File: config.mk
export PLATFORM = sky130hd
export DESIGN_NAME = vlg_pulse_counter
export DESIGN_NICKNAME = d
export VERILOG_FILES = /design/src/rtl/vlg_pulse_counter.sv
export SDC_FILE = /design/constraint.sdc
export NUM_CORES = 1
export LEC_CHECK = 0
export BUFFER_PORTS_ARGS = -buffer_cell sky130_fd_sc_hd__buf_2
export CORE_MARGIN = 4
export CORE_UTILIZATION = 40
export CTS_BUF_LIST = sky130_fd_sc_hd__clkbuf_4
export DETAILED_ROUTE_END_ITERATION = 10
export SYNTH_ARGS = -nofsm -noshare
export SYNTH_HDL_FRONTEND = slang
export SYNTH_SLANG_ARGS = --single-unit
File: constraint.sdc
create_clock -name clk -period 1.8 [get_ports clk]
set_clock_uncertainty 0.2 [all_clocks]
set_input_delay 0.09 -clock clk [delete_from_list [all_inputs] [get_ports clk]]
set_output_delay 0.09 -clock clk [all_outputs]
set_load 0.05 [all_outputs]
File: src/rtl/vlg_pulse_counter.sv
// Gated pulse counter: counts synchronized rising edges of i_pulse while i_en is high.
// Each new enable window clears the count; the last window's count is held afterwards.
module vlg_pulse_counter #(
  parameter int CNT_W       = 16,
  parameter int SYNC_STAGES = 2
) (
  input  logic             clk,
  input  logic             rst_n,
  input  logic             i_pulse,
  input  logic             i_en,
  output logic [CNT_W-1:0] o_pulse_cnt
);

  logic [SYNC_STAGES-1:0] p_sh;
  logic [SYNC_STAGES-1:0] en_sh;
  logic                   p_dly;
  logic                   en_dly;
  logic                   p_sync;
  logic                   en_sync;
  logic                   p_rise;
  logic                   en_rise;
  logic [CNT_W-1:0]       cnt;
  logic [CNT_W-1:0]       cnt_nxt;

  assign p_sync  = p_sh[SYNC_STAGES-1];
  assign en_sync = en_sh[SYNC_STAGES-1];
  assign p_rise  = p_sync & ~p_dly;
  assign en_rise = en_sync & ~en_dly;

  // rst_n is active-high here; both chains share one depth so pulse/enable stay aligned.
  always_ff @(posedge clk or posedge rst_n) begin
    if (rst_n) begin
      p_sh   <= '0;
      en_sh  <= '0;
      p_dly  <= 1'b0;
      en_dly <= 1'b0;
    end else begin
      p_sh   <= {p_sh[SYNC_STAGES-2:0], i_pulse};
      en_sh  <= {en_sh[SYNC_STAGES-2:0], i_en};
      p_dly  <= p_sync;
      en_dly <= en_sync;
    end
  end

  always_comb begin
    cnt_nxt = cnt;
    if (en_rise && p_rise) begin
      cnt_nxt = CNT_W'(1);
    end else if (en_rise) begin
      cnt_nxt = '0;
    end else if (en_sync && p_rise) begin
      // Saturate at all-ones instead of wrapping.
      if (cnt != {CNT_W{1'b1}}) cnt_nxt = cnt + CNT_W'(1);
    end
  end

  always_ff @(posedge clk or posedge rst_n) begin
    if (rst_n) cnt <= '0;
    else       cnt <= cnt_nxt;
  end

  assign o_pulse_cnt = cnt;

endmodule

==> metrics.md, run 1 <==
| Metric | Value |
|---|---|
| Hpwl dp | 1.98 mm |
| Initial antenna violation count | 0 |
| Largest net degree at the start of global routing | 23 |
| Switch share | 0.250 |
| Final hold viol count | 0 |
| CP peak stage delay | 0.43 ns |
| Syn avg cell area | 10.1 um^2 |
| Slowest-stage cell, CP | dfrtp_2 |
| Worst-Skew Late Latency | 0.32 ns |
| Setup TNS Final | 0 ns |
| Via count | 1069 |
| P_int | 0.000796 W |
| Slew @ Worst Pin | 0.400 ns |
| Synth Flop Type | dfrtp_1 |
| Area grow syn2layout | 36.6% |
| Power per Cell Area | 656 mW/mm^2 |
| Vias in the first global route | 1019 |
| Proportion of synthesized flip-flops having asynchronous set or reset | 1.00 |
| Layout cell share with drive strength beyond 1 | 0.468 |
| DIE WIDTH | 62.5 um |
| Outcome | finished, final reports clean |
| Flop pwr share | 0.497 |
| Gpl congestion | 0.805 |
| Clk network pwr share | 0.366 |
| Site Rows | 19 |
| Area after DPL | 0.00143 mm^2 |
| First-pass GRT wire length | 4.67 mm |
| Clock buffer depth | 2 |
| Slew headroom | 0.733 |
| Fin. max-slew vios | 0 |
| Unrepaired setup endpoints after global routing | yes |
| Comb power frac | 0.137 |
| H-tree Lvls | 1 |
| Place WS | -0.0184 ns |
| Yosys warnings | 0 |
| Switching power | 0.000266 W |
| # diodes | 0 |
| Die area | 0.00390 mm^2 |
| Via/cell ratio | 5.66 |
| Post-DRT Antenna Nets | 0 |
| CTS tree | built |
| Leak Pwr | 0.767 nW |
| Design area | 0.00162 mm^2 |
| Post-synth EDFFs | 0 |
| Initial core utilization | 0.423 |
| Final Setup Violations | 0 |
| Clock root cell | clkbuf_4 |
| Total CTS buffers | 3 |
| WP data required | 1.81 ns |
| # clock sinks | 22 |
| Final worst setup slack | 0.0293 ns |
| Top Ports | 20 |
| IO Port Bufs | 19 |
| FF+latch count, synth | 22 |
| Fin nets | 164 |
| Core box area | 0.00281 mm^2 |
| Peak Freq | 0.565 GHz |
| Crit path max-delay family | simple AND/OR/NAND/NOR gates |
| Final min period | 1.77 ns |
| Die extent in y | 62.5 um |
| Synthesized net count | 123 |
| Crit path cell chain | ha_4 > nand2_8 > nor4_4 > a31oi_1 > a311oi_1 |
| Fin crit share | 0.984 |
| Worst IR drop on VDD | 0.509 mV |
| WL/cell | 15.1 um |
| Gate count of the mapped netlist | 118 |
| Crit. End Element | flop |
| Drc violations | 0 |
| Cell area after synthesis | 0.00119 mm^2 |
| Worst hold path type | in2async |
| GRT overflow | 0 |
| Gr usage total | 0.147 |
| Post-synthesis sequential area ratio | 0.464 |
| Max Cap Viol | 0 |
| Critical path buffer and inverter count | 0 |
| Crit path launch type | flop |
| Crit path kind | reg2reg |
| Final core utilization | 0.578 |
| WL final | 2.86 mm |
| WP data arrival | 1.78 ns |
| Clock-pin slew on the worst setup and hold paths | 0.14 ns |
| Largest fanout on the critical path | 6 |
| Distinct cells, synth | 41 |
| Number of DRC markers in iteration 0 | 54 |
| Drt pass-1 iters | 4 |
-- routing by layer --
layer | GRT usage | vias up | routed length [um]
met5 | 0 | - | 0
met4 | 0.0551 | 0 | 17
met3 | 0.0252 | 3 | 123
met2 | 0.244 | 31 | 1400
met1 | 0.192 | 508 | 1320
li1 | - | 527 | -
-- what timing repair did --
| item | 4_1_cts | 5_1_grt |
|---|---|---|
| endpoints found under the setup margin | 1 | 7 |
| hold buffers | 3 | 0 |
| buffers inserted | 0 | 7 |
| hold endpoints to repair | 24 | 0 |
| gates resized for setup | 0 | 8 |
| gates cloned | 1 | 0 |
| pin swaps | 1 | 5 |
-- flip-flops by register name, indices dropped and copies added, names as in the netlist --
| name | cells |
|---|---|
| o_pulse_cnt | 16 |
| en_dly | 1 |
| p_sh | 2 |
| en_sh | 2 |
| p_dly | 1 |
-- power by group through the flow --
stage	combinational, W	clock (W)	sequential, W
after CTS	0.000130	0.000398	0.000530
final	0.000146	0.000388	0.000528
after floorplan	0.0000491	0	0.000572
after global routing	0.000160	0.000417	0.000532
after global placement	0.000122	0	0.000538
after detailed placement	0.000125	0	0.000539
-- final timing paths --
path | start | endpoint | slack [ns] | cells past startpoint
worst max-delay path | o_pulse_cnt[1]$_DFFE_PP0P_ | o_pulse_cnt[10]$_DFFE_PP0P_ | 0.03 | 5
worst min-delay path | rst_n | en_sh[1]$_DFF_PP0_ | 0.12 | 4
worst max register to register | o_pulse_cnt[1]$_DFFE_PP0P_ | o_pulse_cnt[10]$_DFFE_PP0P_ | 0.03 | 5
worst min register to register | p_sh[0]$_DFF_PP0_ | p_sh[1]$_DFF_PP0_ | 0.17 | 0
max in group asynchronous | rst_n | o_pulse_cnt[7]$_DFFE_PP0P_ | 1.03 | 4
min in group clk | p_sh[0]$_DFF_PP0_ | p_sh[1]$_DFF_PP0_ | 0.17 | 0
-- stage by stage --
| stage | std cells | hold WS, ns | total power [W] |
|---|---|---|---|
| after global placement | 174 | -0.0643 | 0.000661 |
| after CTS | 182 | 0.134 | 0.00106 |
| after floorplan | 118 | -0.122 | 0.000622 |
| after detailed placement | 174 | -0.0587 | 0.000664 |
| after global routing | 189 | 0.158 | 0.00111 |
| final | 189 | 0.124 | 0.00106 |
-- synthesized netlist by cell type, types with 2 or more instances --
| cell | count | area [um^2] |
|---|---|---|
| o31ai_1 | 2 | 15.0 |
| clkbuf_1 | 2 | 7.51 |
| and4_4 | 2 | 22.5 |
| and4_1 | 2 | 17.5 |
| mux2i_1 | 4 | 40.0 |
| a211oi_1 | 4 | 30.0 |
| a21oi_1 | 8 | 40.0 |
| o21ai_0 | 4 | 20.0 |
| nand2b_1 | 3 | 18.8 |
| nor2_1 | 4 | 15.0 |
| nand3_1 | 5 | 25.0 |
| inv_1 | 6 | 22.5 |
| nand4_2 | 2 | 25.0 |
| dfrtp_1 | 22 | 551 |
| or4_1 | 2 | 15.0 |
| a31oi_1 | 2 | 12.5 |
| nand4_1 | 5 | 31.3 |
| and3_1 | 2 | 12.5 |
| nand2_1 | 15 | 56.3 |
-- cell families after synthesis --
kind of cell,synth area share
and+or+nand+nor,0.275
AOI/OAI and AO/OA,0.177
DFF,0.464
buffers and inverters,0.0390
muxes,0.0338
adders and majority gates,0.0105
-- worst reg2reg max path, cell delays in order, from the launching register on --
cell	delay [ns]
dfrtp_2	0.43
ha_4	0.18
nand2_8	0.08
nor4_4	0.41
a31oi_1	0.13
a311oi_1	0.25
-- placed cells by master (no fill, tap or decap), types with 5 or more instances in the layout --
cell type / count
a21oi_1: 6
buf_2: 19
buf_4: 16
dfrtp_1: 7
dfrtp_2: 15
inv_1: 6
nand2_1: 14
nand3_1: 5
nand4_1: 5
-- area by class of cell --
cell class              instances  area (um^2)
fillers                       234         1180
multi-input cells              87          672
flip-flops and latches         22          569
repair buffers                 39          265
well taps                      31         38.8
clock inverters                 1         30.0
clock buffers                   3         22.5
inverters                       6         22.5
(Power assumes the default switching activity.)
==> inputs of run 2 (changes only) <==
- ABC_AREA: unset -> 1
==> run 2 against run 1 <==
Fmax is 6.0% higher. Core utilization decreased by 5.3 points. Setup slack improved by 0.10 ns. First-iteration DRC count grew 7.4%. Sequential share of layout area decreased by 0.57 points. Highest routed layer unchanged. Via count increased by 7.2%. Register-to-register slack better by 0.10 ns. Cell count rose by 30%. Combinational power increased by 110%. Flip-flop and latch count stayed put. Routed wire length shrank 4.8%.
==> metrics.md, run 2 <==
| Metric | Value |
|---|---|
| Synthesized net count | 173 |
| Placed insts | 233 |
| Area grow syn2layout | 23.5% |
| Post-DRT Antenna Nets | 0 |
| Fin crit share | 0.928 |
| # clock sinks | 22 |
| Worst hold margin | 0.130 ns |
| Final core utilization | 0.525 |
| H-tree Lvls | 1 |
| CTS tree | built |
| Crit. End Element | flop |
| Die area | 0.00428 mm^2 |
| Synth Flop Type | dfrtp_1 |
| Fin nets | 208 |
| First-pass GRT wire length | 4.71 mm |
| Yosys warnings | 0 |
| WL/cell | 11.1 um |
| CP peak stage delay | 0.38 ns |
| Clk network pwr share | 0.298 |
| Worst-Skew Late Latency | 0.31 ns |
| Commonest non-fill, non-tap cell in the layout | nand2_1 |
| Post-route insts no fill | 246 |
| GRT overflow | 0 |
| Drt pass-1 iters | 4 |
| Cell taking the most area after synthesis | dfrtp_1 |
| Final hold viol count | 0 |
| Peak Freq | 0.598 GHz |
| Synth area leaders | dfrtp_1 (42%), nand2_1 (15%), nor2_1 (5.7%) |
| Top post-synthesis cells by count | nand2_1 (51), dfrtp_1 (22), nor2_1 (20) |
| Leak Pwr | 0.782 nW |
| Drc violations | 0 |
| Number of DRC markers in iteration 0 | 58 |
| Total CTS buffers | 3 |
| Max reg flops | 16 |
| WP data required | 1.82 ns |
| IO Port Bufs | 19 |
| Via count | 1146 |
| WL final | 2.72 mm |
| Gr usage total | 0.142 |
| Fin. max-slew vios | 0 |
| Die extent in y | 65.4 um |
| Most frequent cells in the layout | nand2_1 (51), nor2_1 (20), buf_2 (19) |
| # diodes | 0 |
| Clock buffer depth | 2 |
| Crit path cell chain | inv_1 > nor2_4 > clkinvlp_4 > nand2_1 > nand2_8 > nand2_1 > o21ai_2 |
| Final Setup Violations | 0 |
| Proportion of synthesized flip-flops having asynchronous set or reset | 1.00 |
| Core box area | 0.00310 mm^2 |
| Initial core utilization | 0.425 |
| Clock-pin slew on the worst setup and hold paths | 0.13 ns |
| Most frequent cell after synthesis | nand2_1 |
| Worst hold path type | in2async |
| DIE WIDTH | 65.4 um |
| Top Ports | 20 |
| Vias in the first global route | 1032 |
| P_int | 0.000863 W |
| Max Cap Viol | 0 |
| Outcome | finished, final reports clean |
| Distinct cells, synth | 22 |
| Worst IR drop on VDD | 0.507 mV |
| Crit path kind | reg2reg |
| Synth top area share | 0.417 |
| Critical path buffer and inverter count | 2 |
| Post-synth EDFFs | 0 |
| Via/cell ratio | 4.66 |
| Layout cell share with drive strength beyond 1 | 0.337 |
| Final min period | 1.67 ns |
| Switching power | 0.000426 W |
| Syn avg cell area | 7.85 um^2 |
| Power per Cell Area | 791 mW/mm^2 |
| Slowest-stage cell, CP | dfrtp_1 |
| Comb power frac | 0.242 |
| Cell area after synthesis | 0.00132 mm^2 |
| FF+latch count, synth | 22 |
| Clock root cell | clkbuf_4 |
| Gpl congestion | 0.831 |
| Largest fanout on the critical path | 20 |
| Site Rows | 20 |
| Slew headroom | 0.810 |
| Hpwl dp | 2.02 mm |
| Critical Path Most Common Cell | nand2_1 |
| Switch share | 0.330 |
| Largest net degree at the start of global routing | 23 |
| Gate count of the mapped netlist | 168 |
| Slew @ Worst Pin | 0.285 ns |
| Post-synthesis sequential area ratio | 0.417 |
| Flop pwr share | 0.460 |
| Initial antenna violation count | 0 |
| Crit path max-delay family | simple AND/OR/NAND/NOR gates |
| Crit path launch type | flop |
| WP data arrival | 1.69 ns |
==> run 2: cell types whose count changed after synthesis, sizes merged, moves of 4 or more <==
cell,change
a21oi,-8
nand4,-4
nand3,+10
xor2,+6
nor2,+20
and4,-4
a211oi,-4
mux2i,-4
o21ai,+9
nand2,+43
inv,+12
==> run 2: repair_timing <==
item,CTS,global route
setup endpoints to repair,0,13
resized for setup,0,2
hold endpoints to repair,24,0
setup buffers,0,6
hold buffers,3,0
==> run 2: path summary, 6_finish.rpt <==
path                       depth (start not counted)                     endpoint  slack, ns               start
max in group asynchronous                          4   o_pulse_cnt[2]$_DFFE_PP0P_       1.02               rst_n
min in group clk                                   0            p_sh[1]$_DFF_PP0_       0.16   p_sh[0]$_DFF_PP0_
hold reg to reg                                    0            p_sh[1]$_DFF_PP0_       0.16   p_sh[0]$_DFF_PP0_
setup / recovery                                   7  o_pulse_cnt[13]$_DFFE_PP0P_       0.13  en_sh[1]$_DFF_PP0_
hold / removal                                     4             en_dly$_DFF_PP0_       0.13               rst_n
setup reg to reg                                   7  o_pulse_cnt[13]$_DFFE_PP0P_       0.13  en_sh[1]$_DFF_PP0_
==> run 2: final cells by class <==
| cell class | instances | area, um^2 |
|---|---|---|
| inverter | 18 | 71.3 |
| clock inverter | 1 | 30.0 |
| fill | 324 | 1470 |
| clock buffer | 3 | 22.5 |
| multi-input combinational | 124 | 672 |
| sequential | 22 | 563 |
| tap | 44 | 55.1 |
| timing repair buffer | 34 | 215 |
==> run 2: kinds of logic after synthesis <==
kind of cell	Yosys count	share of synthesized area
fa+ha+maj	1	0.00949
xor+xnor	7	0.0465
buf+inv	22	0.0892
compound gates	16	0.0892
simple gates	100	0.348
flops	22	0.417
==> run 2: metal layers <==
layer	part of all wire	up-vias	wire length, um	global-route usage
met1	0.48	525	1300	0.187
met2	0.47	22	1280	0.230
met4	0.0088	0	24	0.0311
met3	0.040	2	108	0.0410
li1	-	597	-	-
met5	0	-	0	0
==> run 2: worst register-to-register path: stages, from the launching register on <==
cell	delay, ns
dfrtp_1	0.38
inv_1	0.07
nor2_4	0.21
clkinvlp_4	0.20
nand2_1	0.20
nand2_8	0.15
nand2_1	0.11
o21ai_2	0.05
==> run 2: power by group through the flow <==
| stage | combinational, W | sequential, W | clock [W] |
|---|---|---|---|
| after CTS | 0.000304 | 0.000593 | 0.000398 |
| after detailed placement | 0.000299 | 0.000603 | 0 |
| after global placement | 0.000290 | 0.000600 | 0 |
| final | 0.000312 | 0.000593 | 0.000384 |
| after global routing | 0.000339 | 0.000601 | 0.000420 |
| after floorplan | 0.000135 | 0.000704 | 0 |
==> run 2: stage by stage <==
stage | instance area (um^2) | setup WS (ns) | TNS, ns | total power, W
3_5_place_dp | 1490 | 0.0732 | 0 | 0.000902
6_report | 1630 | 0.129 | 0 | 0.00129
3_3_place_gp | 1490 | 0.120 | 0 | 0.000890
5_1_grt | 1630 | -0.00334 | -0.00334 | 0.00136
4_1_cts | 1570 | 0.0383 | 0 | 0.00130
2_1_floorplan | 1340 | 0.000203 | 0 | 0.000839
==> inputs of run 3 (changes only) <==
- CORE_UTILIZATION: 40 -> 45
- PLACE_DENSITY_LB_ADDON: unset -> 0.3
==> run 3 against run 2 <==
Non-clock buffer count decreased by 9. First-iteration DRC count decreased by 38%. Clock power about the same. Via count decreased by 2.0%. Largest cell class unchanged. Global-route usage increased by 0.49 points. Sequential share of layout area increased by 1.2 points. Total power decreased by 0.43%. Die area decreased by 9.8%. Register-to-register slack got worse by 0.04 ns. Critical path depth increased by 2. Hold slack improved by 0.0067 ns.
==> metrics.md, run 3 (same netlist as run 2, synthesis figures left out) <==
| Metric | Value |
|---|---|
| DIE WIDTH | 62.1 um |
| First-pass GRT wire length | 4.78 mm |
| Crit. End Element | flop |
| WL final | 2.87 mm |
| Clock root cell | clkbuf_4 |
| H-tree Lvls | 1 |
| Clock-pin slew on the worst setup and hold paths | 0.13 ns |
| Drc violations | 0 |
| WP data required | 1.86 ns |
| P_int | 0.000856 W |
| Vias in the first global route | 1063 |
| CTS tree | built |
| Initial antenna violation count | 0 |
| Slew headroom | 0.786 |
| Top Ports | 20 |
| Postcts setup bufs | 0 |
| Crit path max-delay family | simple AND/OR/NAND/NOR gates |
| # clock sinks | 22 |
| Gpl congestion | 0.882 |
| Max reg flops | 16 |
| Commonest non-fill, non-tap cell in the layout | nand2_1 |
| Worst IR drop on VDD | 0.822 mV |
| Setup TNS Final | 0 ns |
| Worst hold margin | 0.137 ns |
| Leak Pwr | 0.753 nW |
| Site Rows | 19 |
| Worst hold path type | in2async |
| Number of DRC markers in iteration 0 | 36 |
| # diodes | 0 |
| Most frequent cells in the layout | nand2_1 (50), nor2_1 (20), buf_2 (19) |
| Crit path launch type | flop |
| Gr usage total | 0.147 |
| Crit path kind | reg2reg |
| Unrepaired setup endpoints after global routing | no |
| Area grow syn2layout | 19.5% |
| GRT overflow | 0 |
| Core box area | 0.00278 mm^2 |
| Largest net degree at the start of global routing | 23 |
| Stages on worst setup path | 9 |
| Fin crit share | 0.949 |
| Clk network pwr share | 0.297 |
| Via count | 1123 |
| Drt pass-1 iters | 4 |
| Slew @ Worst Pin | 0.320 ns |
| Max Cap Viol | 0 |
| Switch share | 0.333 |
| Slowest-stage cell, CP | dfrtp_2 |
| Clock buffer depth | 2 |
| Final Setup Violations | 0 |
| Critical path buffer and inverter count | 1 |
| WP data arrival | 1.76 ns |
| Fin. max-slew vios | 0 |
| Die area | 0.00386 mm^2 |
| Initial core utilization | 0.474 |
| Die extent in y | 62.1 um |
| Switching power | 0.000427 W |
| WL/cell | 12.8 um |
| Total CTS buffers | 3 |
| Worst-Skew Late Latency | 0.31 ns |
| Outcome | finished, final reports clean |
| Layout cell share with drive strength beyond 1 | 0.314 |
| Flop pwr share | 0.463 |
| Hpwl dp | 2.00 mm |
| Crit path cell chain | ha_4 > nand3_2 > inv_2 > nand2_4 > nor2_4 > nand2_4 > nand2_8 > nand2_1 > nand2_1 |
| Final min period | 1.71 ns |
| Via/cell ratio | 4.99 |
| Final hold viol count | 0 |
| Power per Cell Area | 814 mW/mm^2 |
| Peak Freq | 0.586 GHz |
| IO Port Bufs | 19 |
| CP peak stage delay | 0.44 ns |
| Worst r2r path cells | 9 |
| Fin nets | 200 |
| Comb power frac | 0.240 |
| Largest fanout on the critical path | 10 |
| Post-DRT Antenna Nets | 0 |
[run 3: final cells by class]
class,count,area (um^2)
sequential,22,563
clock buffer,3,22.5
fill,247,1200
multi-input combinational,125,707
clock inverter,1,30.0
inverter,18,67.6
timing repair buffer,25,148
tap,31,38.8
[run 3: timing repair]
item,CTS,global route
endpoints found under the setup margin,2,9
resized for setup,2,4
pin swaps,0,1
endpoints found under the hold margin,24,0
cloned,0,1
hold buffers,3,0
[run 3: layer usage]
metal	track usage	part of all wire	up-vias
li1	-	-	582
met1	0.202	0.48	519
met3	0.0252	0.033	2
met2	0.238	0.48	20
met5	0	0	-
met4	0.0352	0.0063	0
[run 3: per-stage QoR]
stage	utilization	power [W]	instance area [um^2]	setup slack (ns)	cells
after floorplan	-	0.000839	1340	0.000203	168
after global placement	0.521	0.000888	1450	0.0858	217
after detailed placement	0.521	0.000902	1450	0.0184	217
after CTS	0.557	0.00129	1550	0.0706	224
after global routing	0.567	0.00136	1580	0.00276	225
final	0.567	0.00128	1580	0.0924	225
[run 3: path summary, 6_finish.rpt]
| check | end | slack, ns | start |
|---|---|---|---|
| worst max-delay path | o_pulse_cnt[2]$_DFFE_PP0P_ | 0.09 | o_pulse_cnt[0]$_DFFE_PP0P_ |
| worst min register to register | p_sh[1]$_DFF_PP0_ | 0.16 | p_sh[0]$_DFF_PP0_ |
| min in group clk | p_sh[1]$_DFF_PP0_ | 0.16 | p_sh[0]$_DFF_PP0_ |
| worst max register to register | o_pulse_cnt[2]$_DFFE_PP0P_ | 0.09 | o_pulse_cnt[0]$_DFFE_PP0P_ |
| worst min-delay path | en_sh[1]$_DFF_PP0_ | 0.14 | rst_n |
| max in group asynchronous | o_pulse_cnt[6]$_DFFE_PP0P_ | 1.02 | rst_n |
[run 3: tightest hold or removal path: stages]
cell	delay (ns)
dlygate4sd3_1	0.53
buf_2	0.12
inv_1	0.04
buf_4	0.27
[run 3: power by group through the flow]
stage | logic, W | clock network [W] | registers (W)
floorplan | 0.000135 | 0 | 0.000704
global placement | 0.000289 | 0 | 0.000600
detailed placement | 0.000298 | 0 | 0.000604
CTS | 0.000308 | 0.000390 | 0.000594
global route | 0.000342 | 0.000412 | 0.000601
finish | 0.000308 | 0.000381 | 0.000594
